## src/rtl/lsu_pkg.sv

```systemverilog
// Shared types and decode helpers for the load/store memory initiator.
// Latency: n/a (package only).
// Backpressure: n/a (package only).
package lsu_pkg;

    typedef enum logic [1:0] {
        IDLE = 2'd0,
        ACC0 = 2'd1,
        ACC1 = 2'd2,
        FIN  = 2'd3
    } state_t;

    // RV32 load/store funct3 encodings
    localparam logic [2:0] F3_LB  = 3'd0;
    localparam logic [2:0] F3_LH  = 3'd1;
    localparam logic [2:0] F3_LW  = 3'd2;
    localparam logic [2:0] F3_LBU = 3'd4;
    localparam logic [2:0] F3_LHU = 3'd5;
    localparam logic [2:0] F3_SB  = 3'd0;
    localparam logic [2:0] F3_SH  = 3'd1;
    localparam logic [2:0] F3_SW  = 3'd2;

    // Access size in bytes; illegal encodings report 4 and are caught by funct3_legal.
    function automatic logic [2:0] access_size(input logic [2:0] funct3);
        case (funct3)
            3'd0, 3'd4: access_size = 3'd1;
            3'd1, 3'd5: access_size = 3'd2;
            default:    access_size = 3'd4;
        endcase
    endfunction

    function automatic logic [3:0] size_mask(input logic [2:0] size);
        case (size)
            3'd1:    size_mask = 4'b0001;
            3'd2:    size_mask = 4'b0011;
            default: size_mask = 4'b1111;
        endcase
    endfunction

    function automatic logic funct3_legal(input logic we, input logic [2:0] funct3);
        if (we)
            funct3_legal = (funct3 == F3_SB) || (funct3 == F3_SH) || (funct3 == F3_SW);
        else
            funct3_legal = (funct3 == F3_LB) || (funct3 == F3_LH) || (funct3 == F3_LW) ||
                           (funct3 == F3_LBU) || (funct3 == F3_LHU);
    endfunction

endpackage

```

## src/rtl/lsu_align.sv

```systemverilog
// Lane steering: byte enables and write data for both word halves, plus load merge/extend.
// Latency: purely combinational.
// Backpressure: none; outputs follow inputs.
// Ports: funct3/off/split/wdata describe the held request; mem_rd and lo_buf are the
//        read words; be_lo/wd_lo drive the first word, be_hi/wd_hi the second word,
//        load_data is the extended load result.
import lsu_pkg::*;

module lsu_align (
    input  logic [2:0]  funct3,
    input  logic [1:0]  off,
    input  logic        split,
    input  logic [31:0] wdata,
    input  logic [31:0] mem_rd,
    input  logic [31:0] lo_buf,
    output logic [3:0]  be_lo,
    output logic [3:0]  be_hi,
    output logic [31:0] wd_lo,
    output logic [31:0] wd_hi,
    output logic [31:0] load_data
);

    logic [3:0]  mask;
    logic [7:0]  be_wide;
    logic [63:0] wd_wide;
    logic [63:0] rd_wide;
    logic [31:0] load_raw;
    logic [4:0]  sh_bits;

    assign sh_bits = {off, 3'b000};
    assign mask    = size_mask(access_size(funct3));

    // Shifting across a 64-bit window gives both halves at once: the upper half
    // equals (x >> (4 - off)) which is exactly what the second word needs.
    assign be_wide = {4'b0000, mask} << off;
    assign wd_wide = {32'd0, wdata} << sh_bits;
    assign be_lo   = be_wide[3:0];
    assign be_hi   = be_wide[7:4];
    assign wd_lo   = wd_wide[31:0];
    assign wd_hi   = wd_wide[63:32];

    // For a split load, mem_rd holds the higher word and lo_buf the lower one.
    assign rd_wide  = split ? {mem_rd, lo_buf} : {32'd0, mem_rd};
    assign load_raw = 32'(rd_wide >> sh_bits);

    always_comb begin
        load_data = load_raw;
        case (funct3)
            F3_LB:   load_data = {{24{load_raw[7]}}, load_raw[7:0]};
            F3_LH:   load_data = {{16{load_raw[15]}}, load_raw[15:0]};
            F3_LBU:  load_data = {24'd0, load_raw[7:0]};
            F3_LHU:  load_data = {16'd0, load_raw[15:0]};
            default: load_data = load_raw;
        endcase
    end

endmodule

```

## src/rtl/lsu_mem_initiator.sv

```systemverilog
// Load/store initiator to a 1-cycle registered data memory; splits word-crossing accesses.
// Latency: accept->resp_valid is 2 edges aligned, 3 split, 1 for rejected requests.
// Backpressure: req_ready only in IDLE; resp_valid is a one-cycle pulse with no backpressure.
// Ports: clk/reset; req_* request from execute; resp_* completion; mem_* memory port
//        (mem_* outputs are decoded from state and idle at zero), mem_rd read data.
import lsu_pkg::*;

module lsu_mem_initiator #(
    parameter bit ALLOW_MISALIGNED = 1'b1
) (
    input  logic        clk,
    input  logic        reset,
    input  logic        req_valid,
    output logic        req_ready,
    input  logic        req_we,
    input  logic [2:0]  req_funct3,
    input  logic [31:0] req_addr,
    input  logic [31:0] req_wdata,
    output logic        resp_valid,
    output logic        resp_err,
    output logic [31:0] resp_rdata,
    output logic        mem_we,
    output logic [3:0]  mem_be,
    output logic [31:0] mem_a,
    output logic [31:0] mem_wd,
    input  logic [31:0] mem_rd
);

    state_t      state_q, state_d;
    logic        we_q, we_d;
    logic [2:0]  funct3_q, funct3_d;
    logic [31:0] addr_q, addr_d;
    logic [31:0] wdata_q, wdata_d;
    logic        err_q, err_d;
    logic [31:0] lo_buf_q, lo_buf_d;
    logic        resp_valid_q, resp_valid_d;
    logic        resp_err_q, resp_err_d;
    logic [31:0] resp_rdata_q, resp_rdata_d;

    logic        req_split;
    logic        req_bad;
    logic        split_r;
    logic [31:0] word0;
    logic [31:0] word1;
    logic [3:0]  be_lo, be_hi;
    logic [31:0] wd_lo, wd_hi;
    logic [31:0] load_data;

    // off (0..3) + size (1,2,4) never exceeds 7, so 3 bits hold the sum.
    assign req_split = ({1'b0, req_addr[1:0]} + access_size(req_funct3)) > 3'd4;
    assign req_bad   = !funct3_legal(req_we, req_funct3) ||
                       (req_split && !ALLOW_MISALIGNED);

    assign split_r = ({1'b0, addr_q[1:0]} + access_size(funct3_q)) > 3'd4;
    assign word0   = {addr_q[31:2], 2'b00};
    assign word1   = word0 + 32'd4;   // wraps 0xFFFFFFFC -> 0

    lsu_align u_align (
        .funct3    (funct3_q),
        .off       (addr_q[1:0]),
        .split     (split_r),
        .wdata     (wdata_q),
        .mem_rd    (mem_rd),
        .lo_buf    (lo_buf_q),
        .be_lo     (be_lo),
        .be_hi     (be_hi),
        .wd_lo     (wd_lo),
        .wd_hi     (wd_hi),
        .load_data (load_data)
    );

    always_comb begin
        state_d      = state_q;
        we_d         = we_q;
        funct3_d     = funct3_q;
        addr_d       = addr_q;
        wdata_d      = wdata_q;
        err_d        = err_q;
        lo_buf_d     = lo_buf_q;
        resp_valid_d = 1'b0;
        resp_err_d   = 1'b0;
        resp_rdata_d = 32'd0;
        req_ready    = 1'b0;
        mem_we       = 1'b0;
        mem_be       = 4'd0;
        mem_a        = 32'd0;
        mem_wd       = 32'd0;

        case (state_q)
            IDLE: begin
                req_ready = 1'b1;
                if (req_valid) begin
                    we_d     = req_we;
                    funct3_d = req_funct3;
                    addr_d   = req_addr;
                    wdata_d  = req_wdata;
                    err_d    = req_bad;
                    state_d  = req_bad ? FIN : ACC0;
                end
            end
            ACC0: begin
                mem_a   = word0;
                mem_be  = be_lo;
                mem_wd  = wd_lo;
                mem_we  = we_q;
                state_d = split_r ? ACC1 : FIN;
            end
            ACC1: begin
                mem_a    = word1;
                mem_be   = be_hi;
                mem_wd   = wd_hi;
                mem_we   = we_q;
                lo_buf_d = mem_rd;   // word0 read data arrives this cycle
                state_d  = FIN;
            end
            FIN: begin
                // No access was made for a rejected request, so there is no address to hold.
                if (!err_q)
                    mem_a = split_r ? word1 : word0;
                resp_valid_d = 1'b1;
                resp_err_d   = err_q;
                resp_rdata_d = (err_q || we_q) ? 32'd0 : load_data;
                state_d      = IDLE;
            end
            default: state_d = IDLE;
        endcase
    end

    always_ff @(posedge clk or posedge reset) begin
        if (reset) begin
            state_q      <= IDLE;
            we_q         <= 1'b0;
            funct3_q     <= 3'd0;
            addr_q       <= 32'd0;
            wdata_q      <= 32'd0;
            err_q        <= 1'b0;
            lo_buf_q     <= 32'd0;
            resp_valid_q <= 1'b0;
            resp_err_q   <= 1'b0;
            resp_rdata_q <= 32'd0;
        end else begin
            state_q      <= state_d;
            we_q         <= we_d;
            funct3_q     <= funct3_d;
            addr_q       <= addr_d;
            wdata_q      <= wdata_d;
            err_q        <= err_d;
            lo_buf_q     <= lo_buf_d;
            resp_valid_q <= resp_valid_d;
            resp_err_q   <= resp_err_d;
            resp_rdata_q <= resp_rdata_d;
        end
    end

    assign resp_valid = resp_valid_q;
    assign resp_err   = resp_err_q;
    assign resp_rdata = resp_rdata_q;

endmodule

```

## config.mk

```make
export PLATFORM = sky130hd
export DESIGN_NAME = lsu_mem_initiator
export DESIGN_NICKNAME = d
export VERILOG_FILES = /design/src/rtl/lsu_pkg.sv /design/src/rtl/lsu_align.sv /design/src/rtl/lsu_mem_initiator.sv
export SDC_FILE = /design/constraint.sdc
export NUM_CORES = 1
export LEC_CHECK = 0
export ABC_AREA = 1
export ABC_CLOCK_PERIOD_IN_PS = 4700
export CAP_MARGIN = 25
export CORE_MARGIN = 8
export CORE_UTILIZATION = 52
export DETAILED_ROUTE_END_ITERATION = 12
export PLACE_DENSITY_LB_ADDON = 0.1
export SLEW_MARGIN = 10
export SYNTH_ARGS = -nofsm -noshare
export SYNTH_HDL_FRONTEND = slang
export SYNTH_HIERARCHICAL = 1
export SYNTH_SLANG_ARGS = --single-unit
```

## constraint.sdc

```tcl
create_clock -name clk -period 4.7 [get_ports clk]
set_input_delay 0.705 -clock clk [delete_from_list [all_inputs] [get_ports clk]]
set_output_delay 0.705 -clock clk [all_outputs]
set_load 0.01 [all_outputs]
```

======== Word level (Yosys, flattened, before mapping) ========
Index checks and enable logic that the tools add are counted.
word-level totals
  flip-flop bits (word level) ............. 137
  bits in latches ......................... 0
  RAM bits ................................ 0
  ROM bits ................................ 0
  memories ................................ 0
cells by class
  $add $sub $neg .......................... 2
  multiply operators ...................... 0
  divide/modulo/power cells ............... 0
  order comparisons ....................... 1
  eq/ne operators ......................... 13
  shifts and indexed selects .............. 3
  muxes and demuxes ....................... 20
  bitwise logic cells ..................... 0
  reductions and logical operators ........ 13
operator list
  kind                     count
  $mux W32                 4
  $pmux W32 S4             1
  $pmux W32 S3             1
  $mux W64                 1
  $pmux W32 S2             1
  $shl A32 B5 Y64          1
  $shr A64 B5 Y32          1
  $add A32 B3 Y32 const B  1
  $pmux W4 S2              2
  $eq A3 B3 Y1 const B     4
  $eq A3 B1 Y1 const B     3
  $pmux W2 S4              1
  $shl A4 B2 Y8            1
  $eq A3 B2 Y1 const B     2
  $logic_not A3 Y1         2
  $mux W1                  6
  $pmux W3 S2              1
  $reduce_or A2 Y1         3
  $logic_or A1 B1 Y1       5
  $eq A2 B2 Y1 const B     2
  $mux W2                  2
  $add A2 B3 Y3            1
  $gt A3 B3 Y1 const B     1
  $eq A2 B1 Y1 const B     1
  other kinds (4)          4

======== Depth between registers and ports, before layout ========
  depth in word-level cells ............... 10
  mapped depth ............................ 21

======== By module ========
The synthesis kept the hierarchy.
modules (own cells, without submodules)
  module             times used  cells each  area an instance (um^2)  sequential area each (um^2)
  lsu_mem_initiator  1           978         7001.7                   3428.3
  lsu_align          1           569         2576.2                   0.0

======== Worst setup path before layout ========
OpenSTA, ideal clock, no wires.
  path type ............................... register -> output
  start point ............................. register funct3_q[1]
  end point ............................... output mem_a[12]
  arrival ................................. 2.089 ns
  required time ........................... 3.995 ns
  path slack .............................. 1.906 ns
  stages on the path, launching flop included .. 11
  buffers on the path ..................... 1
  cell sequence ........................... dfrtp_1 -> nor2_1 -> ha_1 -> inv_1 -> fa_1 -> nand2_1 -> nand3_4 -> o21ai_4 -> buf_6 -> a21oi_1 -> nor3_1
between the ends
  word-level cells in the longest chain between the ends .. 8
  elaborated cells between the ends (all ways) .. 12
  classes of those cells .................. add/sub (1); order compare (1); eq/ne (3); mux (4); reduce/logical (3)
ends and longest elaborated chain
  what                                        RTL line                  RTL
  start: declaration                          lsu_mem_initiator.sv:31   logic [2:0] funct3_q, funct3_d;
  start signal: assignment                    lsu_mem_initiator.sv:144  funct3_q <= funct3_d;
  $eq A3 B1 Y1, or another cell as far along  lsu_pkg.sv:25             case (funct3)
  $reduce_or A2 Y1                            lsu_pkg.sv:25
  $pmux W3 S2 *                               lsu_pkg.sv:25
  $add A2 B3 Y3 *                             lsu_mem_initiator.sv:54   assign split_r = ({1'b0, addr_q[1:0]} + access_size(funct3_q)) > 3'd4;
  $gt A3 B3 Y1 *                              lsu_mem_initiator.sv:54
  $mux W32 *                                  lsu_mem_initiator.sv:119  mem_a = split_r ? word1 : word0;
  $mux W32 *                                  lsu_mem_initiator.sv:118  if (!err_q)
  $pmux W32 S3 *                              lsu_mem_initiator.sv:89   case (state_q)
  end: declaration                            lsu_mem_initiator.sv:24   output logic [31:0] mem_a,
Mark *: on every way between the ends. The rest lies on a longest branch, timed or not.

======== Worst setup path in the final report ========
  start point ............................. register funct3_q[1]
  end point ............................... output mem_a[15]
The elaborated chain is that of the path after synthesis.

==> impl_metrics.env <==
export IMPL_outcome="finished, final reports clean"
export IMPL_tritoncts="done"
export IMPL_antenna_found_initial=3
export IMPL_start_kind="flop"
export IMPL_clockBufferDepth=2
export IMPL_whs_ps=470
export IMPL_path_common_cell="nor2_1"
export IMPL_skew_ps=9.74
export IMPL_slew_violations=0
export IMPL_worstMarginPinSlew_ps=879
export IMPL_utilization=0.671
export IMPL_slew_headroom=0.414
export IMPL_drc=0
export IMPL_avgSynthCellArea_um2=6.19
export IMPL_required_ps=3990
export IMPL_insertion_delay_ps=430
export IMPL_post_drt_via_cell_ratio=5.39
export IMPL_syn_area_um2=9580
export IMPL_cp_top_family="buffers and inverters"
export IMPL_postCtsSetupBuffers=0
export IMPL_worst_path_largest_cell_delay_ps=590
export IMPL_gp_congestion=0.925
export IMPL_clk_pin_slew_ps=60
export IMPL_fillers=1658
export IMPL_synth_warnings=6
export IMPL_boundaryPins=207
export IMPL_layout_nets=1806
export IMPL_min_period_ps=4220
export IMPL_ir_worst_vdd_uv=408
export IMPL_end_kind="output pin"
export IMPL_drt_iter0_markers=1154
export IMPL_core_area_um2=18000
export IMPL_drt_first_pass_iters=6
export IMPL_totalWireLength_um=32100
export IMPL_rsz0062_at_grt="no"
export IMPL_ys_seq_elements=137
export IMPL_vias=10455
export IMPL_hold_viol=0
export IMPL_die_y_um=152
export IMPL_crit_chain="nor2_1, ha_1, inv_1, fa_1, nand2_1, nand3_4, o21ai_4, buf_4, inv_1, nor2_1, o21ai_0, nor2_1, clkdlybuf4s50_1"
export IMPL_period_share=0.898
export IMPL_grt_overflow=0
export IMPL_synth_cell_types=39
export IMPL_multiInputGateArea_um2=5190
export IMPL_ant_nets=0
export IMPL_ctsHtreeMaxLevel=4
export IMPL_yosysSeqAreaShare=0.358
export IMPL_async_reset_ff_frac=1.00
export IMPL_cts_sinks=137
export IMPL_wire_per_inst_um=16.6
export IMPL_place_hpwl_um=22100
export IMPL_grt_usage=0.281
export IMPL_numCtsBuffers=17
export IMPL_portBuffers=204
export IMPL_initial_core_util=0.531
export IMPL_max_freq_mhz=237
export IMPL_synth_edff_count=0
export IMPL_reg2reg_slack_ps=1100
export IMPL_path_buf_inv=4
export IMPL_synth_flop_cell="dfrtp_1"
export IMPL_syn_to_final_growth_pct=26.2
export IMPL_power_leakage_uw=0.00588
export IMPL_rows=49
export IMPL_seqCellArea_um2=3430
export IMPL_grt_pass1_wl_um=50900
export IMPL_dieArea_um2=23000
export IMPL_die_w_um=152
export IMPL_hold_class="reg -> reg"
export IMPL_criticalPathCategory="reg -> out"
export IMPL_maxCapViolCount=0
export IMPL_critPathSlowestCell="dfrtp_2"
export IMPL_root_buffer="clkbuf_16"
export IMPL_syn_inst=1547
export IMPL_p_per_area_nw_per_um2=761
export IMPL_path_max_fanout=36
export IMPL_grt_pass1_vias=9896
export IMPL_finalSetupTns_ps=0
export IMPL_grt_max_degree=69
export IMPL_setup_viol=0
export IMPL_worstPathArrival_ps=3510
export IMPL_drive_gt1_frac=0.0503
[stage by stage]
| stage | power [µW] | instance area [µm²] | instances | worst slack (ps) |
|---|---|---|---|---|
| 6_report | 9200 | 12100 | 1939 | 482 |
| 5_1_grt | 9950 | 12100 | 1939 | 206 |
| 4_1_cts | 9120 | 12100 | 1938 | 259 |
| 3_5_place_dp | 7740 | 11500 | 1906 | 723 |
| 3_3_place_gp | 7650 | 11500 | 1906 | 817 |
| 2_1_floorplan | 5960 | 9610 | 1556 | 327 |
[Yosys cell counts, types with 4 or more instances]
library cell / n / area share
mux2i_1: 8 / 0.0084
a21oi_1: 70 / 0.037
nand4_1: 4 / 0.0026
inv_1: 109 / 0.043
ha_1: 6 / 0.0078
o211ai_1: 8 / 0.0063
buf_4: 17 / 0.013
nand2_2: 10 / 0.0065
nor2_4: 6 / 0.0071
buf_1: 16 / 0.0063
buf_6: 9 / 0.011
nor2_1: 149 / 0.058
dfrtp_1: 137 / 0.36
o21ai_0: 65 / 0.034
nand2_1: 719 / 0.28
clkbuf_1: 22 / 0.0086
nand3_1: 101 / 0.053
o22ai_1: 18 / 0.012
buf_2: 32 / 0.017
nor2_2: 7 / 0.0046
nor3_1: 7 / 0.0037
inv_2: 6 / 0.0024
[state kept, by name (all words and copies together) (netlist names)]
register / cells
addr_q: 32
err_q: 1
funct3_q: 3
lo_buf_q: 32
resp_err: 1
resp_rdata: 32
resp_valid: 1
state_q: 2
wdata_q: 32
we_q: 1
[worst min-delay path, stage by stage, from the launching register on]
cell and delay, ps:
dfrtp_1 340, nand2_1 50, nand2_1 50
[per-layer routing]
layer / track usage / wire [µm]
met2: 0.454 / 15100
met3: 0.0624 / 2660
met4: 0.134 / 1310
met1: 0.350 / 13000
met5: 0 / 26
[cell type report]
class / count / share of cell area
Timing Repair Buffer: 218 / 0.178
Multi-Input combinational cell: 1204 / 0.430
Clock inverter: 13 / 0.0111
Tap cell: 229 / 0.0237
Clock buffer: 19 / 0.0366
Antenna cell: 1 / 0.000207
Inverter: 118 / 0.0373
Sequential cell: 137 / 0.284
[kinds of logic after synthesis]
family                     synth area share
AOI/OAI and AO/OA                    0.0972
adders and majority gates           0.00993
buffers and inverters                 0.103
DFF                                   0.358
muxes                               0.00836
other                              0.000784
and+or+nand+nor                       0.422
[final timing paths]
path / from / endpoint / cells past startpoint
setup reg to reg: funct3_q[1]$_DFFE_PP0P_ / resp_rdata[30]$_DFF_PP0_ / 16
setup / recovery: funct3_q[1]$_DFFE_PP0P_ / mem_a[15] / 13
hold / removal: lo_buf_q[4]$_DFFE_PP0P_ / lo_buf_q[4]$_DFFE_PP0P_ / 2
hold reg to reg: lo_buf_q[4]$_DFFE_PP0P_ / lo_buf_q[4]$_DFFE_PP0P_ / 2
min in group asynchronous: reset / resp_rdata[16]$_DFF_PP0_ / 2
max in group asynchronous: reset / lo_buf_q[20]$_DFFE_PP0P_ / 3
[report_power, final]
part | switching (µW) | leakage, µW | total [µW] | internal, µW
clock | 579 | 0.000279 | 1340 | 757
combinational | 3750 | 0.00385 | 5750 | 2000
sequential | 444 | 0.00174 | 2110 | 1670
total | 4780 | 0.00588 | 9200 | 4420
[placed cells by master (no fill, tap or decap), types with 2 or more instances in the layout]
cell type          n
conb_1            11
dfrtp_1          135
ha_1               5
nor2_2             7
inv_6              5
nand4_1            4
buf_4             14
nand2_1          719
inv_8              2
inv_1            108
nand3_1          101
inv_2              6
mux2i_1            8
a21oi_1           70
o211ai_1           8
clkinv_4           3
clkinvlp_4         2
nor2_1           149
or2_2              2
dfrtp_2            2
o22ai_1           18
clkbuf_16         17
o21ai_1            2
nand2_2           10
clkinv_1           2
nor2_4             6
clkdlybuf4s50_1  204
o21ai_0           65
nor3_1             7
[timing repair]
action | CTS | global route
hold buffers | 0 | 0
endpoints found under the hold margin | 0 | 0
gates resized for setup | 0 | 1
setup endpoints to repair | 0 | 2
(Power assumes the default switching activity.)
